==> src/rtl/adder_pkg.sv <==
// Shared constants and the response record for the pipelined-adder sharing block.
// The response ID is sized for the largest supported requester count (8).
package adder_pkg;

    localparam int ADD_W       = 16;
    localparam int ADD_LATENCY = 7;
    localparam int ADD_MAX_IDW = 3;

    typedef struct packed {
        logic [ADD_MAX_IDW-1:0] id;
        logic [ADD_W-1:0]       sum;
        logic                   cout;
    } add_rsp_t;

endpackage

==> src/rtl/rr_arbiter.sv <==
// Round-robin arbiter: one-hot grant to the first requester after last_i,
// searching upward with wrap-around, only while en_i is high.
module rr_arbiter #(
    parameter int N   = 4,
    parameter int IDW = $clog2(N)
) (
    input  logic [N-1:0]   req_i,
    input  logic           en_i,
    input  logic [IDW-1:0] last_i,
    output logic [N-1:0]   grant_o
);

    logic           found;
    logic [IDW-1:0] idx;

    always_comb begin
        grant_o = '0;
        found   = 1'b0;
        idx     = '0;
        for (int off = 1; off <= N; off++) begin
            idx = IDW'((int'(last_i) + off) % N);
            if (en_i && !found && req_i[idx]) begin
                grant_o[idx] = 1'b1;
                found        = 1'b1;
            end
        end
    end

endmodule

==> src/rtl/adder_share_arbiter.sv <==
// Shares one unstallable pipelined adder among NUM_REQ requesters; a credit count
// guarantees every op in flight has a reserved slot in the response FIFO.
module adder_share_arbiter
    import adder_pkg::*;
#(
    parameter int NUM_REQ    = 4,
    parameter int W          = ADD_W,
    parameter int LATENCY    = ADD_LATENCY,
    parameter int FIFO_DEPTH = 8,
    localparam int IDW       = $clog2(NUM_REQ)
) (
    input  logic                 clk,
    input  logic                 rst_n,
    input  logic [NUM_REQ-1:0]   req_valid,
    output logic [NUM_REQ-1:0]   req_ready,
    input  logic [NUM_REQ*W-1:0] req_a,
    input  logic [NUM_REQ*W-1:0] req_b,
    input  logic [NUM_REQ-1:0]   req_cin,
    output logic [W-1:0]         add_a,
    output logic [W-1:0]         add_b,
    output logic                 add_cin,
    input  logic [W-1:0]         add_sum,
    input  logic                 add_cout,
    output logic                 rsp_valid,
    input  logic                 rsp_ready,
    output logic [IDW-1:0]       rsp_id,
    output logic [W-1:0]         rsp_sum,
    output logic                 rsp_cout,
    output logic                 busy
);

    localparam int CW = $clog2(FIFO_DEPTH + 1);
    localparam int PW = $clog2(FIFO_DEPTH);

    logic [NUM_REQ-1:0] grant;
    logic [IDW-1:0]     grant_id;
    logic               grant_fire;
    logic [W-1:0]       sel_a, sel_b;
    logic               sel_cin;

    logic [IDW-1:0]     rr_last_q;
    logic [CW-1:0]      credits_q;
    logic [W-1:0]       add_a_q, add_b_q;
    logic               add_cin_q;
    logic               issue_vld_q;
    logic [IDW-1:0]     issue_id_q;

    logic [LATENCY-1:0] tag_vld_q;
    logic [IDW-1:0]     tag_id_q [LATENCY];

    add_rsp_t           mem_q [FIFO_DEPTH];
    logic [PW-1:0]      wr_ptr_q, rd_ptr_q;
    logic [CW-1:0]      count_q;
    add_rsp_t           wr_data, head;
    logic               fifo_wr, fifo_pop, fifo_empty, fifo_full;

    function automatic logic [PW-1:0] ptr_inc(input logic [PW-1:0] p);
        return (p == PW'(FIFO_DEPTH - 1)) ? '0 : p + PW'(1);
    endfunction

    rr_arbiter #(.N(NUM_REQ), .IDW(IDW)) u_arb (
        .req_i   (req_valid),
        .en_i    (credits_q != '0),
        .last_i  (rr_last_q),
        .grant_o (grant)
    );

    assign req_ready  = grant;
    assign grant_fire = |grant;

    always_comb begin
        grant_id = '0;
        for (int i = 0; i < NUM_REQ; i++) begin
            if (grant[i]) grant_id = IDW'(i);
        end
        sel_a   = req_a[int'(grant_id)*W +: W];
        sel_b   = req_b[int'(grant_id)*W +: W];
        sel_cin = req_cin[grant_id];
    end

    // Operands hold their last value when nothing is granted.
    always_ff @(posedge clk or negedge rst_n) begin
        if (!rst_n) begin
            add_a_q     <= '0;
            add_b_q     <= '0;
            add_cin_q   <= 1'b0;
            issue_vld_q <= 1'b0;
            issue_id_q  <= '0;
            rr_last_q   <= IDW'(NUM_REQ - 1);
        end else begin
            issue_vld_q <= grant_fire;
            if (grant_fire) begin
                add_a_q    <= sel_a;
                add_b_q    <= sel_b;
                add_cin_q  <= sel_cin;
                issue_id_q <= grant_id;
                rr_last_q  <= grant_id;
            end
        end
    end

    assign add_a   = add_a_q;
    assign add_b   = add_b_q;
    assign add_cin = add_cin_q;

    always_ff @(posedge clk or negedge rst_n) begin
        if (!rst_n) begin
            tag_vld_q <= '0;
            for (int s = 0; s < LATENCY; s++) tag_id_q[s] <= '0;
        end else begin
            tag_vld_q[0] <= issue_vld_q;
            tag_id_q[0]  <= issue_id_q;
            for (int s = 1; s < LATENCY; s++) begin
                tag_vld_q[s] <= tag_vld_q[s-1];
                tag_id_q[s]  <= tag_id_q[s-1];
            end
        end
    end

    always_comb begin
        wr_data      = '0;
        wr_data.id   = ADD_MAX_IDW'(tag_id_q[LATENCY-1]);
        wr_data.sum  = add_sum;
        wr_data.cout = add_cout;
    end

    assign fifo_wr    = tag_vld_q[LATENCY-1];
    assign fifo_empty = (count_q == '0);
    assign fifo_full  = (count_q == CW'(FIFO_DEPTH));
    assign fifo_pop   = !fifo_empty && rsp_ready;

    // Storage needs no reset; outputs are masked while the FIFO is empty.
    always_ff @(posedge clk) begin
        if (fifo_wr) mem_q[wr_ptr_q] <= wr_data;
    end

    always_ff @(posedge clk or negedge rst_n) begin
        if (!rst_n) begin
            wr_ptr_q <= '0;
            rd_ptr_q <= '0;
            count_q  <= '0;
        end else begin
            if (fifo_wr)  wr_ptr_q <= ptr_inc(wr_ptr_q);
            if (fifo_pop) rd_ptr_q <= ptr_inc(rd_ptr_q);
            case ({fifo_wr, fifo_pop})
                2'b10:   count_q <= count_q + CW'(1);
                2'b01:   count_q <= count_q - CW'(1);
                default: count_q <= count_q;
            endcase
        end
    end

    always_ff @(posedge clk or negedge rst_n) begin
        if (!rst_n) begin
            credits_q <= CW'(FIFO_DEPTH);
        end else begin
            case ({grant_fire, fifo_pop})
                2'b10:   credits_q <= credits_q - CW'(1);
                2'b01:   credits_q <= credits_q + CW'(1);
                default: credits_q <= credits_q;
            endcase
        end
    end

    always @(posedge clk) begin
        if (rst_n) assert (!(fifo_wr && fifo_full));
    end

    assign head      = mem_q[rd_ptr_q];
    assign rsp_valid = !fifo_empty;
    assign rsp_id    = fifo_empty ? '0 : IDW'(head.id);
    assign rsp_sum   = fifo_empty ? '0 : head.sum;
    assign rsp_cout  = fifo_empty ? 1'b0 : head.cout;
    assign busy      = (credits_q != CW'(FIFO_DEPTH));

endmodule

==> config.mk <==
export PLATFORM = sky130hd
export DESIGN_NAME = adder_share_arbiter
export DESIGN_NICKNAME = d
export VERILOG_FILES = /design/src/rtl/adder_pkg.sv /design/src/rtl/rr_arbiter.sv /design/src/rtl/adder_share_arbiter.sv
export SDC_FILE = /design/constraint.sdc
export NUM_CORES = 1
export LEC_CHECK = 0
export ABC_CLOCK_PERIOD_IN_PS = 5600
export CORE_MARGIN = 3
export CORE_UTILIZATION = 51
export CTS_CLUSTER_DIAMETER = 80
export DETAILED_ROUTE_END_ITERATION = 12
export PLACE_DENSITY = 0.78
export SYNTH_ARGS = -nofsm -noshare
export SYNTH_HDL_FRONTEND = slang
export SYNTH_SLANG_ARGS = --single-unit
export TNS_END_PERCENT = 100
==> constraint.sdc <==
create_clock -name clk -period 5.6 [get_ports clk]
set_clock_uncertainty 0.1 [all_clocks]
set_input_delay 1.12 -clock clk [delete_from_list [all_inputs] [get_ports clk]]
set_output_delay 1.12 -clock clk [all_outputs]
set_load 0.01 [all_outputs]
==> reports/qor.txt <==
most frequent cells in the layout - clkdlybuf4s50_1, edfxtp_1, dfrtp_1, mux4_2
Peak supply drop - 0.495 mV
Final Max Slew Viols - 0
cts repair resizes - 0
port bufs - 213
Initial DRC Count - 327
Synth Register Bits - 225
sequential area share after synthesis - 0.657
Mapped Cells - 566
final setup margin - 0.666 ns
Post-Route M1 WL - 8590 um
via count - 6132
YS warnings - 0
Reg clk slew, reported paths - 0.06 ns
share of post-route cells with drive strength above 1 - 0.173
Post-synth EDFFs - 152
dominant cell type by area after synthesis - edfxtp_1
max-cap violations - 0
die width - 144 um
total length of routed met2 wires - 12300 um
I/O pins - 214
cts hold-fix bufs - 0
final WL - 23200 um
worst path bufs/invs - 2
dpl hpwl - 15700 um
Chip Height - 144 um
Final Setup Violations - 0
worst-path cell chain - clkdlybuf4s50_1, mux4_2, nand3b_1, a221oi_2, or2_1, clkdlybuf4s50_1
P&R area growth vs syn - 31.6%
CP required - 4.38 ns
initial antenna violation count - 2
Max clock buf depth - 3
Final Core Density - 0.699
relative slew slack - 0.421
clock latency on the worst-skew pair - 0.50 ns
Starting Density - 0.531
Critical Path AT - 3.71 ns
CTS tree - built
vias in the first global route - 6620
fin crit period - 4.93 ns
post-CTS setup buffer count - 0
Pleak - 4.59 nW
Main synth FF type - edfxtp_1
GRT Total Usage - 0.223
WL/cell - 22.4 um
GRT Residual Overflow - 0
FMAX - 0.203 GHz
DR pass1 iterations - 4
DR WL met3 - 1640 um
crit path capture type - output port
Vias/cell - 5.93
gp weighted congestion - 0.950
largest net degree at the start of global routing - 42
Core ar. - 0.0183 mm2
Final Hold Vio Count - 0
Post-Syn Nets - 742
CP top delay family - buffers and inverters
Area contributors post-synth - edfxtp_1, dfrtp_1, mux4_2
setup tns final - 0 ns
H-tree depth - 1
Critical Path Start Type - input port
Synth top area share - 0.469
Min-Delay Path Class - register to register
CP Class - input port to output port
Total Power - 8.58 mW
clock root buffer master - clkbuf_16
Synth Cell Area - 0.00974 mm2
worst-path fanout max - 8
Final ANT Viol Nets - 0
critical path's most frequent cell - clkdlybuf4s50_1
status - completed
Unique masters post-synth - 43
commonest non-fill, non-tap cell in the layout - clkdlybuf4s50_1
DR DRC count - 0
Clock Sinks - 225
syn avg cell area - 17.2 um2
CTS Buf Count - 23
row cnt - 49
Slew @ Worst Pin - 0.861 ns
Max Used Layer - met4
RSZ-0062 raised after global routing - false
pre-CTS WS - 0.555 ns
Worst path slowest cell - mux4_2
Final period util - 0.881
Power Density - 670 mW/mm2
slowest cell delay on critical path - 0.59 ns
NumNets Final - 963
first-pass GRT wire length - 35700 um
asr flop ratio synth - 0.324
Die ar. - 0.0208 mm2
metal layers:
layer	track usage	vias up
met1	0.272	3115
met3	0.0565	49
met4	0.0727	0
met2	0.390	234
met5	0	-
li1	-	2734
final timing paths:
check,cells after the start,end,startpoint,slack (ns)
worst min register to register,0,tag_id_q[6]$_DFF_PN0_,tag_id_q[8]$_DFF_PN0_,0.25
max in group asynchronous,2,rd_ptr_q[0]$_DFFE_PN0P_,rst_n,4.04
worst max-delay path,6,req_ready[3],req_valid[0],0.67
worst min-delay path,0,tag_id_q[6]$_DFF_PN0_,tag_id_q[8]$_DFF_PN0_,0.25
worst max register to register,17,credits_q[3]$_DFFE_PN1P_,rr_last_q[0]$_DFFE_PN1P_,1.08
min in group asynchronous,1,add_b[14]$_DFFE_PN0P_,rst_n,0.47
cell usage after synthesis, drive strengths merged (3+ instances only):
master / instances
xor2: 3
nor3: 4
mux2: 4
nand3b: 7
xnor2: 5
inv: 12
nand3: 4
mux2i: 23
a22oi: 33
clkbuf: 21
a2bb2oi: 33
a21o: 6
o221ai: 34
nor2: 28
edfxtp: 152
ha: 18
mux4: 42
nand2b: 3
nand2: 20
a21oi: 6
dfstp: 3
buf: 15
dfrtp: 70
o21ai: 4
sequential cells by signal, summed over array words and instances (netlist names), 4 cells and up:
register and count:
tag_vld_q 7, mem_q 152, tag_id_q 14, add_b 16
credits_q 4, count_q 4, add_a 16
cell families after synthesis:
logic type | after synthesis | synth area share
xor+xnor | 8 | 0.00720
buf+inv | 48 | 0.0245
fa+ha+maj | 20 | 0.0272
flops | 225 | 0.657
mux | 69 | 0.125
simple gates | 70 | 0.0351
compound gates | 126 | 0.124
layout make-up:
class | count | area, um2
well taps | 229 | 287
clock buffers | 35 | 641
inverters | 12 | 45.0
multi-input cells | 293 | 3130
clock inverters | 6 | 35.0
diodes | 2 | 5.00
repair buffers | 232 | 2270
flip-flops and latches | 225 | 6400
fillers | 1230 | 5520
per-stage QoR:
step	instance area (um2)	hold WS (ns)	instances
floorplan	9740	0.231	566
CTS	12800	0.252	1032
global route	12800	0.257	1034
finish	12800	0.246	1034
global placement	12100	0.232	991
detailed placement	12100	0.236	991
power by group:
group / internal (mW) / switching (mW) / leakage (nW)
clock: 0.790 / 0.586 / 0.334
sequential: 2.38 / 0.277 / 2.23
combinational: 2.26 / 2.29 / 2.03
total: 5.43 / 3.15 / 4.59
No activity file was read; power rests on OpenSTA's default activity.
